===== config.mk =====
export PLATFORM = sky130hd
export DESIGN_NAME = mask_sequencer_flat
export DESIGN_NICKNAME = d
export VERILOG_FILES = /design/src/rtl/mask_sequencer_pkg.sv /design/src/rtl/mask_sequencer_if.sv /design/src/rtl/mask_sequencer_group_scan.sv /design/src/rtl/mask_sequencer.sv /design/src/flat_wrapper.sv
export SDC_FILE = /design/constraint.sdc
export NUM_CORES = 1
export LEC_CHECK = 0
export BUFFER_PORTS_ARGS = -buffer_cell sky130_fd_sc_hd__buf_2
export CORE_UTILIZATION = 50
export DETAILED_ROUTE_END_ITERATION = 8
export PLACE_DENSITY = 0.76
export SLEW_MARGIN = 20
export SYNTH_ARGS = -nofsm -noshare
export SYNTH_HDL_FRONTEND = slang
export SYNTH_SLANG_ARGS = --single-unit

===== constraint.sdc =====
create_clock -name clk -period 2.4 [get_ports clk]
set_input_delay 0 -clock clk [delete_from_list [all_inputs] [get_ports clk]]
set_output_delay 0 -clock clk [all_outputs]
set_load 0.1 [all_outputs]

===== src/rtl/mask_sequencer_pkg.sv =====
// Shared types and defaults for the mask sequencer: sequencer states, vector
// geometry defaults and a width helper for group indices.
package mask_sequencer_pkg;

    localparam int NUM_ELEMENTS   = 32;
    localparam int MASK_SEQ_LANES = 4;

    typedef enum logic {
        IDLE  = 1'b0,
        ISSUE = 1'b1
    } seq_state_e;

    // A single-group configuration still needs a one-bit index signal.
    function automatic int width_min1(input int n);
        return (n <= 1) ? 1 : $clog2(n);
    endfunction

endpackage


===== src/rtl/mask_sequencer_if.sv =====
// Mask-unit to lanes bundle: instruction mask handshake in, per-group lane beats out.
interface mask_sequencer_if #(
    parameter int NUM_ELEMENTS = mask_sequencer_pkg::NUM_ELEMENTS,
    parameter int NUM_LANES    = mask_sequencer_pkg::MASK_SEQ_LANES
);
    localparam int VL_W    = $clog2(NUM_ELEMENTS) + 1;
    localparam int GROUP_W = mask_sequencer_pkg::width_min1(NUM_ELEMENTS / NUM_LANES);

    logic                    in_valid;
    logic                    in_ready;
    logic [NUM_ELEMENTS-1:0] in_mask;
    logic [VL_W-1:0]         in_vl;
    logic                    out_valid;
    logic                    out_ready;
    logic [NUM_LANES-1:0]    out_lane_en;
    logic [GROUP_W-1:0]      out_group;
    logic                    out_last;
    logic                    done;

    // master: mask unit plus lanes side; slave: the sequencer itself
    modport master (
        output in_valid, in_mask, in_vl, out_ready,
        input  in_ready, out_valid, out_lane_en, out_group, out_last, done
    );

    modport slave (
        input  in_valid, in_mask, in_vl, out_ready,
        output in_ready, out_valid, out_lane_en, out_group, out_last, done
    );

endinterface


===== src/rtl/mask_sequencer_group_scan.sv =====
// Combinational view of the latched mask at group g: its lane bits and whether
// any higher group still has work.
module mask_sequencer_group_scan
    import mask_sequencer_pkg::*;
#(
    parameter int NUM_ELEMENTS = 32,
    parameter int NUM_LANES    = 4,
    parameter int GROUP_W      = width_min1(NUM_ELEMENTS / NUM_LANES)
) (
    input  logic [NUM_ELEMENTS-1:0] eff_mask,
    input  logic [GROUP_W-1:0]      g,
    output logic [NUM_LANES-1:0]    cur,
    output logic                    rem
);
    localparam int NUM_GROUPS = NUM_ELEMENTS / NUM_LANES;

    logic [NUM_LANES-1:0]  groups [NUM_GROUPS];
    logic [NUM_GROUPS-1:0] above;

    for (genvar gi = 0; gi < NUM_GROUPS; gi++) begin : g_scan
        assign groups[gi] = eff_mask[gi*NUM_LANES +: NUM_LANES];
        if (gi == NUM_GROUPS - 1) begin : g_top
            assign above[gi] = 1'b0;
        end else begin : g_mid
            assign above[gi] = |eff_mask[NUM_ELEMENTS-1:(gi+1)*NUM_LANES];
        end
    end

    assign cur = groups[g];
    assign rem = above[g];

endmodule


===== src/rtl/mask_sequencer.sv =====
// Walks a latched element mask one lane group per beat, skipping empty groups
// at one cycle each, and pulses done the cycle after an instruction finishes.
module mask_sequencer
    import mask_sequencer_pkg::*;
#(
    parameter int NUM_ELEMENTS = mask_sequencer_pkg::NUM_ELEMENTS,
    parameter int NUM_LANES    = mask_sequencer_pkg::MASK_SEQ_LANES
) (
    input  logic             clk,
    input  logic             rst_n,
    mask_sequencer_if.slave  bus
);
    localparam int NUM_GROUPS = NUM_ELEMENTS / NUM_LANES;
    localparam int VL_W       = $clog2(NUM_ELEMENTS) + 1;
    localparam int GROUP_W    = width_min1(NUM_GROUPS);
    localparam logic [GROUP_W-1:0] G_LAST = GROUP_W'(NUM_GROUPS - 1);

    seq_state_e              state_reg, state_next;
    logic [NUM_ELEMENTS-1:0] eff_mask_reg, eff_mask_next, accept_mask;
    logic [GROUP_W-1:0]      g_reg, g_next;
    logic                    done_reg, done_next;
    logic [NUM_LANES-1:0]    cur;
    logic                    rem;

    // Elements at or beyond vl are dropped; vl above NUM_ELEMENTS saturates naturally.
    for (genvar gi = 0; gi < NUM_ELEMENTS; gi++) begin : g_vl
        assign accept_mask[gi] = bus.in_mask[gi] && (VL_W'(gi) < bus.in_vl);
    end

    mask_sequencer_group_scan #(
        .NUM_ELEMENTS (NUM_ELEMENTS),
        .NUM_LANES    (NUM_LANES),
        .GROUP_W      (GROUP_W)
    ) u_scan (
        .eff_mask (eff_mask_reg),
        .g        (g_reg),
        .cur      (cur),
        .rem      (rem)
    );

    always_ff @(posedge clk or negedge rst_n) begin
        if (!rst_n) begin
            state_reg    <= IDLE;
            eff_mask_reg <= '0;
            g_reg        <= '0;
            done_reg     <= 1'b0;
        end else begin
            state_reg    <= state_next;
            eff_mask_reg <= eff_mask_next;
            g_reg        <= g_next;
            done_reg     <= done_next;
        end
    end

    always_comb begin
        state_next      = state_reg;
        eff_mask_next   = eff_mask_reg;
        g_next          = g_reg;
        done_next       = 1'b0;
        bus.in_ready    = (state_reg == IDLE);
        bus.out_valid   = 1'b0;
        bus.out_lane_en = '0;
        bus.out_last    = 1'b0;
        bus.out_group   = g_reg;

        case (state_reg)
            IDLE: begin
                if (bus.in_valid) begin
                    if (accept_mask == '0) begin
                        done_next = 1'b1;
                    end else begin
                        eff_mask_next = accept_mask;
                        g_next        = '0;
                        state_next    = ISSUE;
                    end
                end
            end
            ISSUE: begin
                if (cur == '0) begin
                    if (g_reg != G_LAST) g_next = g_reg + 1'b1;
                end else begin
                    bus.out_valid   = 1'b1;
                    bus.out_lane_en = cur;
                    bus.out_last    = !rem;
                    if (bus.out_ready) begin
                        if (rem) begin
                            g_next = g_reg + 1'b1;
                        end else begin
                            state_next    = IDLE;
                            g_next        = '0;
                            eff_mask_next = '0;
                            done_next     = 1'b1;
                        end
                    end
                end
            end
            default: state_next = IDLE;
        endcase
    end

    assign bus.done = done_reg;

endmodule


===== src/flat_wrapper.sv =====
// flat-port wrapper written by rule: the top's interface ports become plain ports
module mask_sequencer_flat import mask_sequencer_pkg::*;
#(
    parameter int NUM_ELEMENTS = mask_sequencer_pkg::NUM_ELEMENTS,
    parameter int NUM_LANES    = mask_sequencer_pkg::MASK_SEQ_LANES
)
  (clk, rst_n, bus_in_valid, bus_in_mask, bus_in_vl, bus_out_ready, bus_in_ready, bus_out_valid, bus_out_lane_en, bus_out_group, bus_out_last, bus_done);
  mask_sequencer_if #(.NUM_ELEMENTS(NUM_ELEMENTS), .NUM_LANES(NUM_LANES)) bus_i ();
  input  logic clk;
  input  logic rst_n;
  input wire logic [$bits(bus_i.in_valid)-1:0] bus_in_valid;
  input wire logic [$bits(bus_i.in_mask)-1:0] bus_in_mask;
  input wire logic [$bits(bus_i.in_vl)-1:0] bus_in_vl;
  input wire logic [$bits(bus_i.out_ready)-1:0] bus_out_ready;
  output wire logic [$bits(bus_i.in_ready)-1:0] bus_in_ready;
  output wire logic [$bits(bus_i.out_valid)-1:0] bus_out_valid;
  output wire logic [$bits(bus_i.out_lane_en)-1:0] bus_out_lane_en;
  output wire logic [$bits(bus_i.out_group)-1:0] bus_out_group;
  output wire logic [$bits(bus_i.out_last)-1:0] bus_out_last;
  output wire logic [$bits(bus_i.done)-1:0] bus_done;
  assign bus_i.in_valid = bus_in_valid;
  assign bus_i.in_mask = bus_in_mask;
  assign bus_i.in_vl = bus_in_vl;
  assign bus_i.out_ready = bus_out_ready;
  assign bus_in_ready = bus_i.in_ready;
  assign bus_out_valid = bus_i.out_valid;
  assign bus_out_lane_en = bus_i.out_lane_en;
  assign bus_out_group = bus_i.out_group;
  assign bus_out_last = bus_i.out_last;
  assign bus_done = bus_i.done;
  mask_sequencer #(.NUM_ELEMENTS(NUM_ELEMENTS), .NUM_LANES(NUM_LANES)) u_core (.clk(clk), .rst_n(rst_n), .bus(bus_i));
endmodule

==> impl_metrics.csv <==
group,metric,value,unit
worst_setup_path,cp_max_fo,7,
status,violations,"setup timing",
place,port_buffers,52,
sta,worstMarginPinSlew,0.8302,ns
finish,drive_gt1_frac,0.3629,
power_and_ir_drop,ir_worst_vdd,0.0009273,V
power_and_ir_drop,switching_share,0.4778,
worst_setup_path,reg2reg_to,"u_core.eff_mask_reg[4]",
clock_network,clockBufferDepth,2,
worst_hold_path,worstHoldStart,"bus_in_mask[1]",
sta,finalSetupViolations,38,
worst_setup_path,r2r_setup_slack,-0.24,ns
grt,grt_overflow,0,
synth,ys_dominant_reg_cell,"dfrtp_1",
routing,vias_per_cell,6.158,
worst_setup_path,crit_slowest_cell,"or4_4",
die,ios,53,
worst_setup_path,worst-path-buf-inv,3,
power_and_ir_drop,pwr-share-comb,0.602,
synth,synth_common_cells,"54 x nand2_1, 37 x dfrtp_1, 25 x mux2i_1",
sta,relSlewSlack,0.4465,
sta,setup_tns,-7.856,ns
worst_setup_path,crit_cells,9,
power_and_ir_drop,p_switching,2.121,mW
finish,syn2layout_area_growth,31.14,%
routing,drtIter0Drc,176,
synth,ys_types,59,
synth,ys_warn_count,0,
run,maxCapViolCount,0,
sta,period_share,1.099,
grt,track_usage,0.2960,
grt,antenna_found_initial,0,
power_and_ir_drop,pwr-share-seq,0.271,
synth,synthCells,292,
worst_setup_path,rr_worst_depth,9,
worst_setup_path,critPathLaunchType,"register",
synth,synth_seq_cells,37,
worst_hold_path,hold_class,"primary input to register",
die,rows,26,
routing,totalWireLength,7943,µm
worst_hold_path,min_delay_worst_endpoint,"u_core.eff_mask_reg[1]",
routing,drt_pass1_iterations,5,
sta,rsz0062_at_grt,"yes",
clock_network,clk_latency,0.29,ns
clock_network,cts_root_buf,"clkbuf_8",
power_and_ir_drop,power.density,1254,nW/µm²
synth,synth_most_common_cell,"nand2_1",
routing,vias,2722,
clock_network,clkTransAtPathRegs,0.08,ns
routing,drcViolationCount,0,
power_and_ir_drop,clkPwrFrac,0.128,
grt,grt_max_degree,38,
place,pre_cts_ws,-0.2389,ns
die,die_width,75.49,µm
worst_setup_path,crit_chain,"buf_12 -> mux4_2 -> mux2_4 -> or4_4 -> nand4_1 -> buf_6 -> buf_8 -> nand2_1 -> mux2i_1",
synth,seq_area_frac_synth,0.3429,
grt,grt_pass1_vias,2465,
sta,period_needed,2.638,ns
synth,synth_area_per_cell,9.247,µm²
power_and_ir_drop,p_int,2.318,mW
worst_setup_path,critPathMaxStageDelay,0.58,ns
die,initial_utilization,0.5253,
die,die_area,5698,µm²
routing,wl_per_cell,17.97,µm
finish,antenna_cells,0,
die,die_y,75.49,µm
finish,layout.nets,415,
grt,grt_first_pass_wirelength,12280,µm
place,dp_hpwl,5799,µm
worst_hold_path,hold_depth,3,
synth,synth-edff-count,0,
synth,netlist_top_cells_area,"dfrtp_1 34%, mux2i_1 9.3%, nand2_1 7.5%, mux4_2 6.7%, o21ai_0 3.7%",
finish,fillers,426,
sta,postLayoutSetupSlackWorst,-0.2382,ns
status,status,"complete, but fails checks",
synth,syn_area,2700,µm²
worst_setup_path,crit_family,"multiplexers",
worst_setup_path,arrival,2.85,ns
clock_network,cts_tree,"done",
worst_setup_path,criticalPathCategory,"register to register",
sta,hold_viol_final,0,
place,gp_congestion,0.9292,
sta,slew_violations,0,
synth,async_reset_ff_frac,1.000,
die,coreArea,5140,µm²
synth,synth_nets,336,
worst_setup_path,crit_path_end_kind,"register",
synth,synth_top_cell_by_area,"dfrtp_1",
sta,skew,0.009906,ns
finish,postLayoutCoreUtil,0.6889,
sta,fmax,379.0,MHz
worst_setup_path,rr_startpoint,"u_core.bus.out_group[1]",
clock_network,cts_buffers,5,
finish,largest_register_ffs,32,
routing,ant_nets,0,
clock_network,clock-sinks,37,
worst_setup_path,worstSetupStartpoint,"u_core.bus.out_group[1]",
worst_setup_path,required,2.61,ns
clock_network,h-tree-depth,2,
synth,synth_top_area_share,0.3429,
power_and_ir_drop,p_leak,1.743,nW
-- power groups by stage --
stage	registers, mW	logic [mW]	clock network, mW
after CTS	1.17	2.55	0.569
after detailed placement	1.21	2.35	0
after global placement	1.21	2.30	0
after global routing	1.22	2.86	0.594
after floorplan	1.24	1.74	0
final	1.20	2.67	0.567
-- worst reg2reg max path, cell delays in order (launching register included) --
cell and delay, ns:
dfrtp_4 0.50, buf_12 0.15, mux4_2 0.42, mux2_4 0.28
or4_4 0.58, nand4_1 0.16, buf_6 0.15, buf_8 0.13
nand2_1 0.07, mux2i_1 0.13
-- per-layer routing --
layer | wire, µm | vias up | GRT usage
li1 | - | 1264 | -
met1 | 3374 | 1323 | 0.4105
met2 | 3884 | 114 | 0.4891
met3 | 477 | 21 | 0.03836
met4 | 207 | 0 | 0.08436
met5 | 0 | - | 0
-- what timing repair did --
item	4_1_cts	5_1_grt
cloned	0	2
pin swaps	3	5
endpoints found under the hold margin	41	1
hold buffers	5	1
setup buffers	3	3
endpoints found under the setup margin	38	38
resized for setup	11	27
-- worst max path at each step --
stage          slack, ns                       to
2_1_floorplan      -0.35  u_core.bus.out_group[1]
3_3_place_gp       -0.18  u_core.eff_mask_reg[26]
3_5_place_dp       -0.24   u_core.eff_mask_reg[9]
4_1_cts            -0.21  u_core.eff_mask_reg[16]
5_1_grt            -0.32  u_core.eff_mask_reg[15]
6_report           -0.24   u_core.eff_mask_reg[4]
-- cell families (layout without fill, tap and decap cells) --
| group | Yosys count | after routing | synth area share |
|---|---|---|---|
| buffers and inverters | 30 | 110 | 0.05885 |
| adders and majority gates | 2 | 2 | 0.009266 |
| and+or+nand+nor | 101 | 101 | 0.1830 |
| AOI/OAI and AO/OA | 85 | 85 | 0.2299 |
| muxes | 37 | 37 | 0.1761 |
| DFF | 37 | 37 | 0.3429 |
-- final cells by class --
| class | count | area, µm² | area share |
|---|---|---|---|
| multi-input combinational | 225 | 1670 | 0.4717 |
| sequential | 37 | 934.6 | 0.2640 |
| clock buffer | 6 | 82.58 | 0.02332 |
| inverter | 5 | 18.77 | 0.005300 |
| clock inverter | 2 | 37.54 | 0.01060 |
| timing repair buffer | 97 | 709.4 | 0.2004 |
| tap | 70 | 87.58 | 0.02473 |
-- through the flow --
step	total power [mW]	area (µm²)	hold slack, ns	std cells
after floorplan	2.985	2735	-0.2956	292
after global placement	3.507	3183	0.1393	420
after global routing	4.675	3541	0.02050	442
after CTS	4.293	3423	0.003086	436
final	4.439	3541	0.01300	442
after detailed placement	3.567	3183	0.1324	420
-- cells in the final DEF (no fill, tap or decap), types with 3 or more instances in the layout --
master,count
nand2_1,46
buf_8,4
nor4_1,9
a21o_1,5
mux4_2,8
clkbuf_8,6
and3_1,3
buf_4,30
mux2i_1,25
a21boi_0,3
nand2_2,8
a22o_1,3
dfrtp_1,34
o311a_1,3
nand3_1,3
a21oi_1,4
o21ai_0,18
a211oi_1,6
buf_6,3
o211a_1,3
inv_1,4
buf_12,4
o211ai_1,7
dlygate4sd3_1,6
o21ai_1,4
buf_2,50
nor2_1,7
and2_1,6
(Power assumes the default switching activity.)
